### src/rtl/bus_arbiter.sv
// Two-master round-robin arbiter for the shared memory/IO bus.
// Handles address decode, alignment checking and a bus_ready timeout.
module bus_arbiter #(
  parameter logic [31:0] IO_BASE = 32'hFFFF_0000,
  parameter int unsigned TIMEOUT = 15
) (
  input  logic        clk,
  input  logic        rst,
  input  logic        m0_req,
  input  logic [31:0] m0_addr,
  input  logic [31:0] m0_wdata,
  input  logic        m0_rw,
  input  logic [1:0]  m0_size,
  output logic        m0_gnt,
  output logic        m0_done,
  output logic        m0_err,
  output logic [31:0] m0_rdata,
  input  logic        m1_req,
  input  logic [31:0] m1_addr,
  input  logic [31:0] m1_wdata,
  input  logic        m1_rw,
  input  logic [1:0]  m1_size,
  output logic        m1_gnt,
  output logic        m1_done,
  output logic        m1_err,
  output logic [31:0] m1_rdata,
  output logic        bus_valid,
  output logic [31:0] bus_addr,
  output logic [31:0] bus_wdata,
  output logic        bus_rw,
  output logic [1:0]  bus_size,
  output logic        bus_mem_sel,
  output logic        bus_io_sel,
  input  logic [31:0] bus_rdata,
  input  logic        bus_ready
);

  localparam int unsigned CNT_W   = 8;
  localparam logic [CNT_W-1:0] TO_LAST = CNT_W'(TIMEOUT - 1);

  typedef enum logic [1:0] {S_IDLE, S_ACCESS, S_ERR} state_t;

  state_t            r_state;
  logic              r_owner;
  logic              r_last_grant;
  logic [CNT_W-1:0]  r_cnt;
  logic              r_m0_gnt, r_m0_done, r_m0_err;
  logic              r_m1_gnt, r_m1_done, r_m1_err;
  logic [31:0]       r_m0_rdata, r_m1_rdata;
  logic              r_bus_valid, r_bus_rw, r_bus_mem_sel, r_bus_io_sel;
  logic [31:0]       r_bus_addr, r_bus_wdata;
  logic [1:0]        r_bus_size;

  logic              w_pick1;
  logic [31:0]       w_addr, w_wdata;
  logic              w_rw;
  logic [1:0]        w_size;
  logic              w_legal;

  // Winner selection: on a tie the master that did not win last time goes.
  always_comb begin
    w_pick1 = m1_req && (!m0_req || !r_last_grant);
    w_addr  = w_pick1 ? m1_addr  : m0_addr;
    w_wdata = w_pick1 ? m1_wdata : m0_wdata;
    w_rw    = w_pick1 ? m1_rw    : m0_rw;
    w_size  = w_pick1 ? m1_size  : m0_size;
    case (w_size)
      2'd0:    w_legal = 1'b1;
      2'd1:    w_legal = !w_addr[0];
      2'd2:    w_legal = (w_addr[1:0] == 2'b00);
      default: w_legal = 1'b0;
    endcase
  end

  always_ff @(posedge clk or posedge rst) begin
    if (rst) begin
      r_state       <= S_IDLE;
      r_owner       <= 1'b0;
      r_last_grant  <= 1'b1;
      r_cnt         <= '0;
      r_m0_gnt      <= 1'b0;
      r_m0_done     <= 1'b0;
      r_m0_err      <= 1'b0;
      r_m0_rdata    <= '0;
      r_m1_gnt      <= 1'b0;
      r_m1_done     <= 1'b0;
      r_m1_err      <= 1'b0;
      r_m1_rdata    <= '0;
      r_bus_valid   <= 1'b0;
      r_bus_addr    <= '0;
      r_bus_wdata   <= '0;
      r_bus_rw      <= 1'b0;
      r_bus_size    <= '0;
      r_bus_mem_sel <= 1'b0;
      r_bus_io_sel  <= 1'b0;
    end else begin
      r_m0_gnt   <= 1'b0;
      r_m1_gnt   <= 1'b0;
      r_m0_done  <= 1'b0;
      r_m1_done  <= 1'b0;
      r_m0_err   <= 1'b0;
      r_m1_err   <= 1'b0;
      r_m0_rdata <= '0;
      r_m1_rdata <= '0;
      case (r_state)
        S_IDLE: begin
          if (m0_req || m1_req) begin
            r_owner      <= w_pick1;
            r_last_grant <= w_pick1;
            r_cnt        <= '0;
            r_m0_gnt     <= !w_pick1;
            r_m1_gnt     <= w_pick1;
            if (w_legal) begin
              r_state       <= S_ACCESS;
              r_bus_valid   <= 1'b1;
              r_bus_addr    <= w_addr;
              r_bus_wdata   <= w_wdata;
              r_bus_rw      <= w_rw;
              r_bus_size    <= w_size;
              r_bus_mem_sel <= (w_addr < IO_BASE);
              r_bus_io_sel  <= (w_addr >= IO_BASE);
            end else begin
              r_state <= S_ERR;
            end
          end
        end
        S_ACCESS: begin
          // A ready on the timeout edge still completes cleanly.
          if (bus_ready || (r_cnt == TO_LAST)) begin
            r_state       <= S_IDLE;
            r_bus_valid   <= 1'b0;
            r_bus_mem_sel <= 1'b0;
            r_bus_io_sel  <= 1'b0;
            r_m0_done     <= !r_owner;
            r_m1_done     <= r_owner;
            r_m0_err      <= !r_owner && !bus_ready;
            r_m1_err      <= r_owner && !bus_ready;
            if (bus_ready && !r_bus_rw) begin
              if (r_owner) r_m1_rdata <= bus_rdata;
              else         r_m0_rdata <= bus_rdata;
            end
          end else begin
            r_cnt <= r_cnt + CNT_W'(1);
          end
        end
        S_ERR: begin
          r_state   <= S_IDLE;
          r_m0_done <= !r_owner;
          r_m1_done <= r_owner;
          r_m0_err  <= !r_owner;
          r_m1_err  <= r_owner;
        end
        default: r_state <= S_IDLE;
      endcase
    end
  end

  assign m0_gnt      = r_m0_gnt;
  assign m0_done     = r_m0_done;
  assign m0_err      = r_m0_err;
  assign m0_rdata    = r_m0_rdata;
  assign m1_gnt      = r_m1_gnt;
  assign m1_done     = r_m1_done;
  assign m1_err      = r_m1_err;
  assign m1_rdata    = r_m1_rdata;
  assign bus_valid   = r_bus_valid;
  assign bus_addr    = r_bus_addr;
  assign bus_wdata   = r_bus_wdata;
  assign bus_rw      = r_bus_rw;
  assign bus_size    = r_bus_size;
  assign bus_mem_sel = r_bus_mem_sel;
  assign bus_io_sel  = r_bus_io_sel;

endmodule

### config.mk
export PLATFORM = sky130hd
export DESIGN_NAME = bus_arbiter
export DESIGN_NICKNAME = d
export VERILOG_FILES = /design/src/rtl/bus_arbiter.sv
export SDC_FILE = /design/constraint.sdc
export NUM_CORES = 1
export LEC_CHECK = 0
export CAP_MARGIN = 5
export CORE_UTILIZATION = 30
export DETAILED_ROUTE_END_ITERATION = 10
export PLACE_DENSITY = 0.71
export RECOVER_POWER = 25
export SKIP_CTS_REPAIR_TIMING = 1
export SLEW_MARGIN = 20
export SYNTH_ARGS = -nofsm -noshare
export SYNTH_HDL_FRONTEND = slang
export SYNTH_SLANG_ARGS = --single-unit
export TNS_END_PERCENT = 30
### constraint.sdc
create_clock -name clk -period 5.7 [get_ports clk]
set_clock_uncertainty 0.15 [all_clocks]
set_input_delay 1.14 -clock clk [delete_from_list [all_inputs] [get_ports clk]]
set_output_delay 1.14 -clock clk [all_outputs]
set_load 0.02 [all_outputs]
# Word-level counts from Yosys, hierarchy flattened
# Index checks and enable logic that the tools add are counted.
# totals
regBits	152
latchBits	0
mem_bits_rw	0
romBits	0
in_bits	171
output_inout_bits	140
wordCells	96
n_memories	0
# op_classes
addsub	1
mul	0
div	0
magnitude_cmp	2
n_eq_ne	9
shift	0
mux	42
bitwise	0
reduce_logical	23
# ops
operator	n
2-to-1 mux 32 bit	10
>= comparator 32 bit, second input constant	1
less-than comparator 32 bit, second input constant	1
2-to-1 mux 1 bit	16
2-to-1 mux 8 bit	2
one-hot mux 8 bit (2 select lines)	1
one-hot mux 1 bit (2 select lines)	7
adder 8 x 1 -> 8 bit, second input constant	1
== test 8 x 4 -> 1 bit, second input constant	1
2-to-1 mux 2 bit	4
!= test 2 bit, second input constant	4
zero test 1 bit	7
zero test 2 bit	3
AND reduction 3 bit	2
== test 2 x 1 -> 1 bit, second input constant	2
== test 2 bit, second input constant	2
logical AND 1 bit	4
one-hot mux 2 bit (2 select lines)	1
AND reduction 2 bit	2
AND reduction 4 bit	1
logical OR 1 bit	3
one-hot mux 1 bit (3 select lines)	1
nonzero test 2 bit	1

# Logic depth before layout (Yosys ltp)
# depth
depth_word	9
ltp_mapped	9
mapped_depth_nobuf	7

# Worst setup path before layout
# OpenSTA, ideal clock, no wires.
# synth_timing
path_type	in2reg
from	input port m1_addr[1]
to	register r_bus_mem_sel (netlist: bus_mem_sel)
setup_ns	0.122
arrival_ns	2.226
required_ns	5.428
setup_slack_ns	3.202
cell_stages	6
n_path_buf	1
cell_sequence	o21a_1 o221a_2 nor3_1 buf_2 o21ai_1 a32o_1
# synth_between
elab_chain_len	5
elab_cells_between_ends	9
cone_classes	order compare (1); eq/ne (1); mux (5); reduce/logical (2)
# synth_lines
item	line	text
from (decl)	19	input logic [31:0] m1_addr,
2-to-1 mux 32 bit *	63	w_addr = w_pick1 ? m1_addr : m0_addr;
less-than comparator 32 bit / zero test 2 bit (equally long branches)	120, 70	
2-to-1 mux 1 bit / one-hot mux 1 bit (3 select lines) (equally long branches)	113, 67	
2-to-1 mux 1 bit / != test 2 bit (equally long branches)	--	
one-hot mux 1 bit (2 select lines) / AND reduction 4 bit (equally long branches)	--	
to (signal assigned)	120	r_bus_mem_sel <= (w_addr < IO_BASE);
to (decl)	50	logic r_bus_valid, r_bus_rw, r_bus_mem_sel, r_bus_io_sel;
# Every way passes the cells marked *; elsewhere a longest branch is shown, timed or not. The select of a mux whose other input is x is not followed.
# A chain may end at the register's enable or synchronous reset.

==> results.ini <==
[worst_setup_path]
critPathMaxFanout=75
r2r_slack_ps=3020
cp.required_ps=6060
critPathLaunchType=primary input
critPathKind=primary input to async pin
critPathCaptureType=async pin
cp.arrival_ps=4380

[global_routing]
track_usage_pct=17.2
grtUsageMet2_pct=27.2
grt_pass1_vias=5242
grt_use_met3_pct=7.97
overflow=0
busiest_layer=met2
grt_start_max_net_pins=82
antenna_found_initial=1
met1_usage_pct=20.5
grt_pass1_wl_um=28200

[yosys]
synthCells=557
synthSimpleGateAreaFrac_pct=14.9
synth_cell_types=38
synth.avg_cell_area_sq_um=11.3
yosys_warnings=0
netlist_area_sq_mm=0.00628
async_flop_share_pct=100
synth_compound_area_share_pct=9.03
syn_nets=733
seq_area_frac_synth_pct=60.6
muxShareOfSynthArea_pct=10.5
synth_fa_ha_area_share_pct=0.997
synthXorXnorAreaFrac_pct=0.698
ys.flop_type=dfrtp_1
synth_top_family_by_area=simple AND/OR/NAND/NOR gates
synth_edf_count=0
ys_ff_latch=152

[route]
first_pass_iters=4
drcViolationCount=0
vias_per_cell=4.53
wl_per_cell_um=15.9
vias=5190
postRouteAntennaNets=0
routed_wirelength_um=18200
first_iter_violations=163

[floorplanning]
die_w_um=147
rows=52
ioPinCount=311
dieArea_sq_mm=0.0215
core_sq_mm=0.0204
start_util_pct=30.8
die_y_um=147

[layout]
fillers=1853
final_cells=1145
fin_util_pct=50.1
syn_to_final_growth_pct=62.5
drive_gt1_share_pct=5.03
fin_nets=1037

[sta]
max_freq_mhz=248
worst_slew_pin_slew_ps=3380
final-setup-viol-count=0
fin_crit_sh_pct=70.6
worst_slack_ps=1680
finalMaxSlewViolations=76
slew_headroom_pct=-126
hold_violations=0
fin_setup_tns_ps=0
period_needed_ps=4020
rsz0062_at_grt=no

[power]
combinationalPowerShare_pct=39.3
pwr-share-clk_pct=25.6
p_int_uw=2810
p_leak_uw=0.00433
p_sw_share_pct=35.7
ir_worst_vdd_v=0.000199
p_seq_share_pct=35.1
switchingPower_uw=1560
power_density_mw_per_mm2=429

[place]
dp_cells=1112
pre_cts_slack_ps=1580
finalWeightedCongestion=0.778
hpwl_um=13400
port_buffers=310

[clock_tree]
h-tree-depth=4
cts_root_buffer=clkbuf_16
clockBufferDepth=2
cts_made_buffers=17
cts_sinks=152
cts_tree=done
path_clk_slew_ps=60
clock_latency_ps=420

[hold_path]
hp-class=flop to flop

[status]
status=finished with violations
violations=max-capacitance violations, max-slew violations

[job]
cap_violations=1

## cells in the mapped netlist, types with 2 or more instances
cell,count,area [sq um]
dfrtp_1,151,3780
nor2_1,86,323
a21oi_1,78,390
mux2i_1,66,661
and2_1,64,400
buf_2,15,75.1
nand4_1,13,81.3
nand2_1,9,33.8
clkbuf_1,8,30.0
inv_1,8,30.0
buf_4,7,52.6
nor3_1,7,35.0
o21ai_0,6,30.0
a22o_1,5,43.8
ha_1,5,62.6
xnor2_1,5,43.8
nor2b_1,2,12.5
o2bb2ai_1,2,17.5
## through the flow
stage	area (sq um)	power, uW	hold slack (ps)
6_report	10200	4370	349
5_1_grt	10200	4630	378
4_1_cts	10200	4440	355
3_5_place_dp	9630	3300	335
3_3_place_gp	9630	3270	335
2_1_floorplan	6280	2450	322
## critical path, cell delays in order
cell and delay [ps]:
dlygate4sd3_1 550, clkinvlp_2 1910, buf_4 750
## worst paths after layout
kind	from	to	cells past startpoint
max in group clk	m1_req	bus_wdata[26]	5
hold / removal	bus_mem_sel	bus_mem_sel	1
setup / recovery	rst	m0_rdata[24]	3
min in group asynchronous	rst	m0_rdata[16]	2
hold reg to reg	bus_mem_sel	bus_mem_sel	1
setup reg to reg	r_last_grant	bus_wdata[26]	4
## final cells by class
class                           count  area, sq um  share of cell area (%)
Timing Repair Buffer              317         3150                    30.9
Sequential cell                   152         3800                    37.3
Inverter                            8         31.3                   0.307
Multi-Input combinational cell    365         2280                    22.4
Clock inverter                     13          138                    1.35
Clock buffer                       19          453                    4.44
Antenna cell                        1         2.50                  0.0245
Tap cell                          270          338                    3.31
## routing by layer
layer | wire [um] | share of wire (%)
met1 | 7410 | 41
met2 | 8510 | 47
met3 | 2050 | 11
met4 | 248 | 1.4
met5 | 0 | 0
## cells by family (layout without fill, tap and decap cells)
family                   Yosys count  after routing
AO/OA/AOI/OAI                    102            102
buffers and inverters             40            357
AND/OR/NAND/NOR                  187            187
flip-flops                       152            152
multiplexers                      66             66
other                              0              1
XOR/XNOR                           5              5
adder cells (fa/ha/maj)            5              5
## power groups by stage
| stage | sequential (uW) | combinational, uW | clock, uW |
|---|---|---|---|
| 2_1_floorplan | 1870 | 584 | 0 |
| 3_3_place_gp | 1550 | 1720 | 0 |
| 3_5_place_dp | 1560 | 1740 | 0 |
| 4_1_cts | 1540 | 1740 | 1160 |
| 5_1_grt | 1570 | 1850 | 1210 |
| 6_report | 1540 | 1720 | 1120 |
## cell usage in the layout (no fill, tap or decap), types with 2 or more instances in the layout
master,netlist,routed
nor2_1,86,86
ha_1,5,5
inv_1,8,7
o2bb2ai_1,2,2
mux2i_1,66,66
clkdlybuf4s50_1,0,307
clkbuf_16,0,17
a21oi_1,78,78
and2_0,0,23
clkinv_4,0,6
o21ai_0,6,6
nor3_1,7,6
xnor2_1,5,5
clkbuf_8,0,2
buf_4,7,5
nor2b_1,2,2
a22o_1,5,5
dlygate4sd3_1,0,3
clkbuf_1,8,2
inv_8,0,3
nand2_1,9,9
dfrtp_1,151,151
and2_1,64,41
nand4_1,13,13
## state kept, by name (all words and copies together), names as in the netlist, 2 cells and up
name / count
m1_rdata: 32
r_cnt: 8
bus_wdata: 32
m0_rdata: 32
bus_addr: 32
bus_size: 2
r_state: 2
No activity file was read; power rests on OpenSTA's default activity.
